--- src/rtl/sort_completion_monitor.sv ---
// sort_completion_monitor
// Watches the bubble-sort array and the pipeline stall/flush flags of the
// RISC-V core. Once armed by start_i, it reports when the array has been
// sorted and unchanged for STABLE_CYCLES consecutive cycles. It also counts
// cycles, stalls and flushes, and flags a timeout if the cycle budget runs out.
// Optional build macro: SORT_SIGNED_CMP_EN selects two's complement element
// comparison. The default build uses unsigned comparison.
module sort_completion_monitor #(
  parameter int N_ELEM         = 8,
  parameter int ELEM_W         = 64,
  parameter int STABLE_CYCLES  = 16,
  parameter int TIMEOUT_CYCLES = 4096,
  parameter int CNT_W          = 32
) (
  input  logic                     clk_i,
  input  logic                     reset_i,
  input  logic                     start_i,
  input  logic [N_ELEM*ELEM_W-1:0] elements_i,
  input  logic                     stall_i,
  input  logic                     flush_i,
  output logic                     busy_o,
  output logic                     done_o,
  output logic                     timeout_o,
  output logic                     sorted_o,
  output logic [CNT_W-1:0]         cycle_count_o,
  output logic [CNT_W-1:0]         stall_count_o,
  output logic [CNT_W-1:0]         flush_count_o,
  output logic [CNT_W-1:0]         first_sorted_cycle_o
);

  localparam int          SW        = $clog2(STABLE_CYCLES + 1);
  localparam logic [SW-1:0] STABLE_L = SW'(STABLE_CYCLES);
  localparam logic [63:0] TIMEOUT_L = 64'(TIMEOUT_CYCLES);

  typedef enum logic [2:0] {
    IDLE    = 3'd0,
    RUN     = 3'd1,
    SETTLE  = 3'd2,
    DONE    = 3'd3,
    TIMEOUT = 3'd4
  } state_t;

  state_t                     state_q, state_d;
  logic                       sorted_q;
  logic [N_ELEM*ELEM_W-1:0]   prevElements_q;
  logic [CNT_W-1:0]           cycleCount_q, cycleCount_d;
  logic [CNT_W-1:0]           stallCount_q, stallCount_d;
  logic [CNT_W-1:0]           flushCount_q, flushCount_d;
  logic [CNT_W-1:0]           firstSorted_q, firstSorted_d;
  logic [SW-1:0]              stableCount_q, stableCount_d;
  logic                       done_q, done_d;
  logic                       timeout_q, timeout_d;

  logic                       sortedNow;
  logic                       changed;
  logic                       timeoutHit;
  logic [SW-1:0]              stableInc;

  // Counters stick at all-ones instead of wrapping back to zero.
  function automatic logic [CNT_W-1:0] satInc(input logic [CNT_W-1:0] v, input logic en);
    return (en && (v != '1)) ? v + CNT_W'(1) : v;
  endfunction

  // Combinational non-decreasing test across neighbouring elements; equal values pass.
  always_comb begin
    sortedNow = 1'b1;
    for (int k = 0; k < N_ELEM - 1; k++) begin
`ifdef SORT_SIGNED_CMP_EN
      if ($signed(elements_i[k*ELEM_W +: ELEM_W]) > $signed(elements_i[(k+1)*ELEM_W +: ELEM_W]))
        sortedNow = 1'b0;
`else
      if (elements_i[k*ELEM_W +: ELEM_W] > elements_i[(k+1)*ELEM_W +: ELEM_W])
        sortedNow = 1'b0;
`endif
    end
  end

  assign changed    = (elements_i != prevElements_q);
  assign timeoutHit = ((64'(cycleCount_q) + 64'd1) >= TIMEOUT_L);
  assign stableInc  = stableCount_q + SW'(1);

  // Next-state logic: start re-arms everything; otherwise count while active and track stability.
  always_comb begin
    state_d       = state_q;
    cycleCount_d  = cycleCount_q;
    stallCount_d  = stallCount_q;
    flushCount_d  = flushCount_q;
    firstSorted_d = firstSorted_q;
    stableCount_d = stableCount_q;
    done_d        = done_q;
    timeout_d     = timeout_q;

    if (start_i) begin
      state_d       = RUN;
      cycleCount_d  = '0;
      stallCount_d  = '0;
      flushCount_d  = '0;
      firstSorted_d = '0;
      stableCount_d = '0;
      done_d        = 1'b0;
      timeout_d     = 1'b0;
    end else if ((state_q == RUN) || (state_q == SETTLE)) begin
      cycleCount_d = satInc(cycleCount_q, 1'b1);
      stallCount_d = satInc(stallCount_q, stall_i);
      flushCount_d = satInc(flushCount_q, flush_i);

      if (state_q == RUN) begin
        if (sorted_q && !changed) begin
          state_d       = SETTLE;
          stableCount_d = SW'(1);
          firstSorted_d = satInc(cycleCount_q, 1'b1);
          if (STABLE_CYCLES == 1) begin
            state_d = DONE;
            done_d  = 1'b1;
          end
        end
      end else begin
        if (!sorted_q || changed) begin
          state_d       = RUN;
          stableCount_d = '0;
        end else begin
          stableCount_d = stableInc;
          if (stableInc == STABLE_L) begin
            state_d = DONE;
            done_d  = 1'b1;
          end
        end
      end

      if (timeoutHit) begin
        state_d   = TIMEOUT;
        timeout_d = 1'b1;
        done_d    = 1'b0;
      end
    end
  end

  // State, counters and the element snapshot; sorted and snapshot update in every state.
  always_ff @(posedge clk_i) begin
    if (reset_i) begin
      state_q        <= IDLE;
      sorted_q       <= 1'b0;
      prevElements_q <= '0;
      cycleCount_q   <= '0;
      stallCount_q   <= '0;
      flushCount_q   <= '0;
      firstSorted_q  <= '0;
      stableCount_q  <= '0;
      done_q         <= 1'b0;
      timeout_q      <= 1'b0;
    end else begin
      state_q        <= state_d;
      sorted_q       <= sortedNow;
      prevElements_q <= elements_i;
      cycleCount_q   <= cycleCount_d;
      stallCount_q   <= stallCount_d;
      flushCount_q   <= flushCount_d;
      firstSorted_q  <= firstSorted_d;
      stableCount_q  <= stableCount_d;
      done_q         <= done_d;
      timeout_q      <= timeout_d;
    end
  end

  assign busy_o               = (state_q == RUN) || (state_q == SETTLE);
  assign done_o               = done_q;
  assign timeout_o            = timeout_q;
  assign sorted_o             = sorted_q;
  assign cycle_count_o        = cycleCount_q;
  assign stall_count_o        = stallCount_q;
  assign flush_count_o        = flushCount_q;
  assign first_sorted_cycle_o = firstSorted_q;

endmodule
--- config.mk ---
export PLATFORM = sky130hd
export DESIGN_NAME = sort_completion_monitor
export DESIGN_NICKNAME = d
export VERILOG_FILES = /design/src/rtl/sort_completion_monitor.sv
export SDC_FILE = /design/constraint.sdc
export NUM_CORES = 2
export LEC_CHECK = 0
export CORE_ASPECT_RATIO = 0.7
export CORE_MARGIN = 3
export CORE_UTILIZATION = 65
export CTS_CLUSTER_SIZE = 8
export DETAILED_ROUTE_END_ITERATION = 6
export DONT_BUFFER_PORTS = 1
export HOLD_SLACK_MARGIN = 0.03
export PLACE_DENSITY = 0.81
export SYNTH_ARGS = -nofsm -noshare
export SYNTH_HDL_FRONTEND = slang
export SYNTH_SLANG_ARGS = --single-unit
--- constraint.sdc ---
create_clock -name clk_i -period 4.45 [get_ports clk_i]
set_clock_uncertainty 0.15 [all_clocks]
set_input_delay 1.1125 -clock clk_i [delete_from_list [all_inputs] [get_ports clk_i]]
set_output_delay 1.1125 -clock clk_i [all_outputs]
set_load 0.01 [all_outputs]
Yosys cells after proc, flatten, opt, wreduce, memory -nomap -nowiden
Cells that the tools add are included.
Storage, ports and cells
  register bits: 651
  output and inout port bits: 132
  logic and storage cells: 73
Operators by class
  add/subtract/negate cells: 5
  $lt $le $gt $ge: 8
  equal/unequal tests: 12
  mux-type cells: 16
  reductions and logical operators: 21
Operators with widths (number)
  $ne A512 B512 Y1: 1
  $gt A64 B64 Y1: 7
  $add A32 B1 Y32 const B: 3
  $ne A32 B32 Y1 const B: 3
  $add A32 B1 Y33 const B: 1
  $ge A33 B13 Y1 const B: 1
  $mux W32: 1
  $mux W3: 5
  $mux W5: 3
  $reduce_and A3 Y1: 3
  $reduce_and A2 Y1: 4
  $mux W1: 7
  $reduce_or A7 Y1: 1
  $add A5 B1 Y5 const B: 1
  $eq A5 B5 Y1 const B: 1
  $reduce_bool A5 Y1: 1
  $ne A2 B2 Y1 const B: 2
  $ne A4 B3 Y1 const B: 1
  $reduce_and A4 Y1: 1
  $reduce_bool A2 Y1: 2
  $reduce_bool A4 Y1: 1
  $eq A3 B1 Y1 const B: 1
  $eq A3 B2 Y1 const B: 1
  $logic_and A1 B1 Y1: 3
  other kinds (5): 7

Logic depth before layout (Yosys ltp)
  word-level depth: 8
  depth in mapped cells: 12

Worst setup path before layout
OpenSTA, ideal clock, no wires.
  kind: input port to flip-flop
  start point: input port elements_i[303]
  end point: register sorted_q (netlist: sorted_o)
  arrival: 3.834 ns
  required time: 4.222 ns
  slack: 0.388 ns
  stages on the path: 12
  buffers on the path: 0
  path through: inv_1 -> ha_1 -> nand3_1 -> or4_1 -> or4_1 -> nor4_1 -> and4_1 -> nor2_1 -> a21o_1 -> nor4_1 -> nand3_1 -> nor3_1
Between the ends
  longest elaborated chain between the ends: 2
  elaborated cells between the ends (all ways): 3
  those cells by class: 2 x order compare; 1 x reduce/logical
Ends and longest elaborated chain
  from (decl): RTL line 18  | input logic [N_ELEM*ELEM_W-1:0] elements_i,
  $gt A64 B64 Y1: RTL line 72  | if (elements_i[k*ELEM_W +: ELEM_W] > elements_i[(k+1)*ELEM_W +: ELEM_W])
  $reduce_or A7 Y1 (no source line) (*)
  to (signal assigned): RTL line 153  | sorted_q <= sortedNow;
  to (decl): RTL line 44  | logic sorted_q;
Mark *: on every way between the ends. The rest lies on a longest branch, timed or not.
A chain may end at the register's enable or synchronous reset.

Worst setup path in the final report
  start point: input port elements_i[43]
  end point: register firstSorted_q[0] (netlist: first_sorted_cycle_o[0])
Between the ends
  longest elaborated chain between the ends: 4
Ends and longest elaborated chain
  $ne A512 B512 Y1: RTL line 78  | assign changed = (elements_i != prevElements_q);
  $logic_not A1 Y1: RTL line 108  | if (sorted_q && !changed) begin
  $logic_and A1 B1 Y1: RTL line 108
  $reduce_and A3 Y1 (no source line)
  to (signal assigned): RTL line 158  | firstSorted_q <= firstSorted_d;
  to (decl): RTL line 49  | logic [CNT_W-1:0] firstSorted_q, firstSorted_d;
Every way passes these cells.

==> results.toml <==
[cts]
cts.clk_slew.worst_paths_ns = 0.05
post_cts_buffers = 0
clkLatencyLatePin_ns = 0.67
root_buffer = "clkbuf_16"
ctsHoldBuffers = 0
clock-sinks = 651
cts_made_buffers = 91
cts_tree = "yes"
htree_levels = 3
clock_path_buffers = 3

[synth]
synth_edf_count = 0
synth_warnings = 0
yosys-top-cells-area = "dfxtp_1, ha_1, nor2_1, inv_1, xnor2_1"
ys_types = 70
synthCells = 4269
syn_area_mm2 = 0.03629
ys_async_sr_fraction = 0
synth.top_cell.area_share = 0.3592
synthFlopType = "dfxtp_1"
syn-num-nets = 5239
syn_avg_cell_area_um2 = 8.500
synth_seq_cells = 651
yosysSeqAreaShare = 0.3592
synth_top_area_cell = "dfxtp_1"

[global_routing]
grt-busiest-layer = "met2"
grt_pass1_wl_um = 255700
first_global_vias = 35270
antenna_found_initial = 23
grtUsageTotal = 0.6182
grtUsageMet1 = 0.7223
use_met3 = 0.4524
gr-total-overflow = 0
use_met2 = 0.7870
grt_max_degree = 518

[critical_path]
cp-start-kind = "primary input"
reg2reg_from = "prevElements_q[43]"
reg2reg_depth = 13
crit_path_end_kind = "flop"
crit_required_ns = 4.83
cp_max_fo = 24
r2r_end = "first_sorted_cycle_o[0]"
r2r_slack_ns = 0.01
worstPathArrival_ns = 4.96
critPathKind = "in -> reg"

[timing]
slew_headroom = -0.04912
hold_violations = 0
rsz0062_at_grt = "no"
maxClockFrequency_ghz = 0.2188
slew_viol_final = 4
tightest_slew_ns = 1.568
period_minus_slack_ns = 4.571
fin_tns_setup_ns = -0.5621
finalSetupViolCount = 14
finalCritPeriodShare = 1.027
setup_ws_ns = -0.1212

[run_status]
failed_checks = "design-rule violations, max-capacitance violations, max-slew violations, negative setup slack"
status = "complete, but fails checks"

[place]
dp.cells = 5130
numPortBuffers = 0
hpwl_um = 153300
dp_slack_ns = -0.5462
place_congestion = 1.177

[detailed_routing]
wl_um = 190400
first_pass_iters = 7
via_count = 38140
viasPerCell = 7.262
drc_errors = 53
final_antenna_net_count = 0
avgRoutedWirePerCell_um = 36.25
drtIter0Drc = 7673

[finish]
final_nets = 5463
fin_util = 0.7550
drive_gt1_frac = 0.07937
fillers = 3580
mostFrequentLayoutCells = "dfxtp_1, nor2_1, inv_1"
syn_to_final_growth_pct = 13.30
layout.cells.non_filler = 5252
layout_commonest_cell = "dfxtp_1"

[power_and_ir_drop]
finalPower_w = 0.01530
leakage_nw = 18.84
ir_drop_mv = 0.3565
power.density_mw_per_mm2 = 372.2

[die]
fp.dieH_um = 203.7
rows = 71
die_w_um = 288.4
start_util = 0.6663
die_area_mm2 = 0.05874
core_area_mm2 = 0.05446
ios = 649

[hold_path]
hold_depth = 2
worstHoldPathType = "reg -> reg"
hold_path_end = "state_q[2]"
min-delay-start = "state_q[2]"

[job]
cap_violations = 2
-- cell type report --
type | instances | area [µm²] | area share
well taps | 730 | 913.4 | 0.02222
clock inverters | 6 | 116.4 | 0.002830
repair buffers | 236 | 1822 | 0.04431
inverters | 512 | 1922 | 0.04675
multi-input cells | 3001 | 20950 | 0.5094
flip-flops and latches | 651 | 13030 | 0.3170
diodes | 24 | 60.06 | 0.001461
clock buffers | 92 | 2302 | 0.05600
-- registers in the layout, indices dropped and copies added (netlist names) --
| name | count |
|---|---|
| cycle_count_o | 32 |
| state_q | 3 |
| sorted_o | 1 |
| flush_count_o | 32 |
| timeout_o | 1 |
| stableCount_q | 5 |
| first_sorted_cycle_o | 32 |
| stall_count_o | 32 |
| done_o | 1 |
| prevElements_q | 512 |
-- through the flow --
stage / area [µm²] / hold slack (ns)
after floorplan: 36290 / 0.3441
after global placement: 38620 / 0.3689
after detailed placement: 38620 / 0.3780
after CTS: 41040 / 0.3868
after global routing: 41060 / 0.4089
final: 41110 / 0.3909
-- worst max path at each step --
stage	start	slack, ns	to	depth (start not counted)
after floorplan	elements_i[303]	0.39	sorted_o	12
after global placement	elements_i[306]	-0.50	state_q[0]	13
after detailed placement	elements_i[306]	-0.55	first_sorted_cycle_o[18]	14
after CTS	elements_i[306]	0.04	first_sorted_cycle_o[6]	14
after global routing	elements_i[303]	0.02	sorted_o	12
final	elements_i[43]	-0.12	first_sorted_cycle_o[0]	13
-- cells in the mapped netlist (all sizes together) (29+ instances only) --
cell,number
and3,29
o2bb2ai,34
nand2,146
dfxtp,651
o21ai,117
a21oi,177
or3,32
nor2b,84
nand2b,67
xnor2,217
ha,453
xor2,185
nand4,159
o22ai,53
clkbuf,99
inv,510
nor2,635
nand3,89
nor4,109
nor3,63
a21o,75
a22o,29
-- per-layer routing --
metal  vias to the layer above  routed length (µm)
li1                      15170                   -
met2                      4145               68170
met3                      1164               41310
met5                         -                 439
met1                     17630               64670
met4                        30               15760
-- power breakdown --
group,total [W],switching (W),internal [W]
registers,0.00625,0.000153,0.00609
clock network,0.00639,0.00274,0.00364
logic,0.00267,0.00173,0.000945
-- critical path, cell delays in order --
cell and delay, ns:
xnor2_1 0.52, nand4_1 0.52, nor3_1 0.42, buf_4 0.17, nand4_1 0.09, or4_1 0.58
nor4_2 0.30, buf_4 0.17, nand4_2 0.19, nor2_2 0.26, buf_12 0.22, mux2i_1 0.29
nor2_1 0.10
-- kinds of logic (layout without fill, tap and decap cells) --
| family | after synthesis | in the layout | synth area share |
|---|---|---|---|
| compound gates | 673 | 673 | 0.1234 |
| xor+xnor | 402 | 402 | 0.09703 |
| fa+ha+maj | 453 | 453 | 0.1562 |
| buf+inv | 617 | 846 | 0.06458 |
| flops | 651 | 651 | 0.3592 |
| mux | 12 | 12 | 0.003345 |
| other cells | 0 | 24 | 0 |
| simple gates | 1461 | 1461 | 0.1962 |
-- timing repair --
action / 4_1_cts / 5_1_grt
setup endpoints to repair: 0 / 32
gates resized for setup: 0 / 2
hold endpoints to repair: 0 / 0
(Power assumes the default switching activity.)
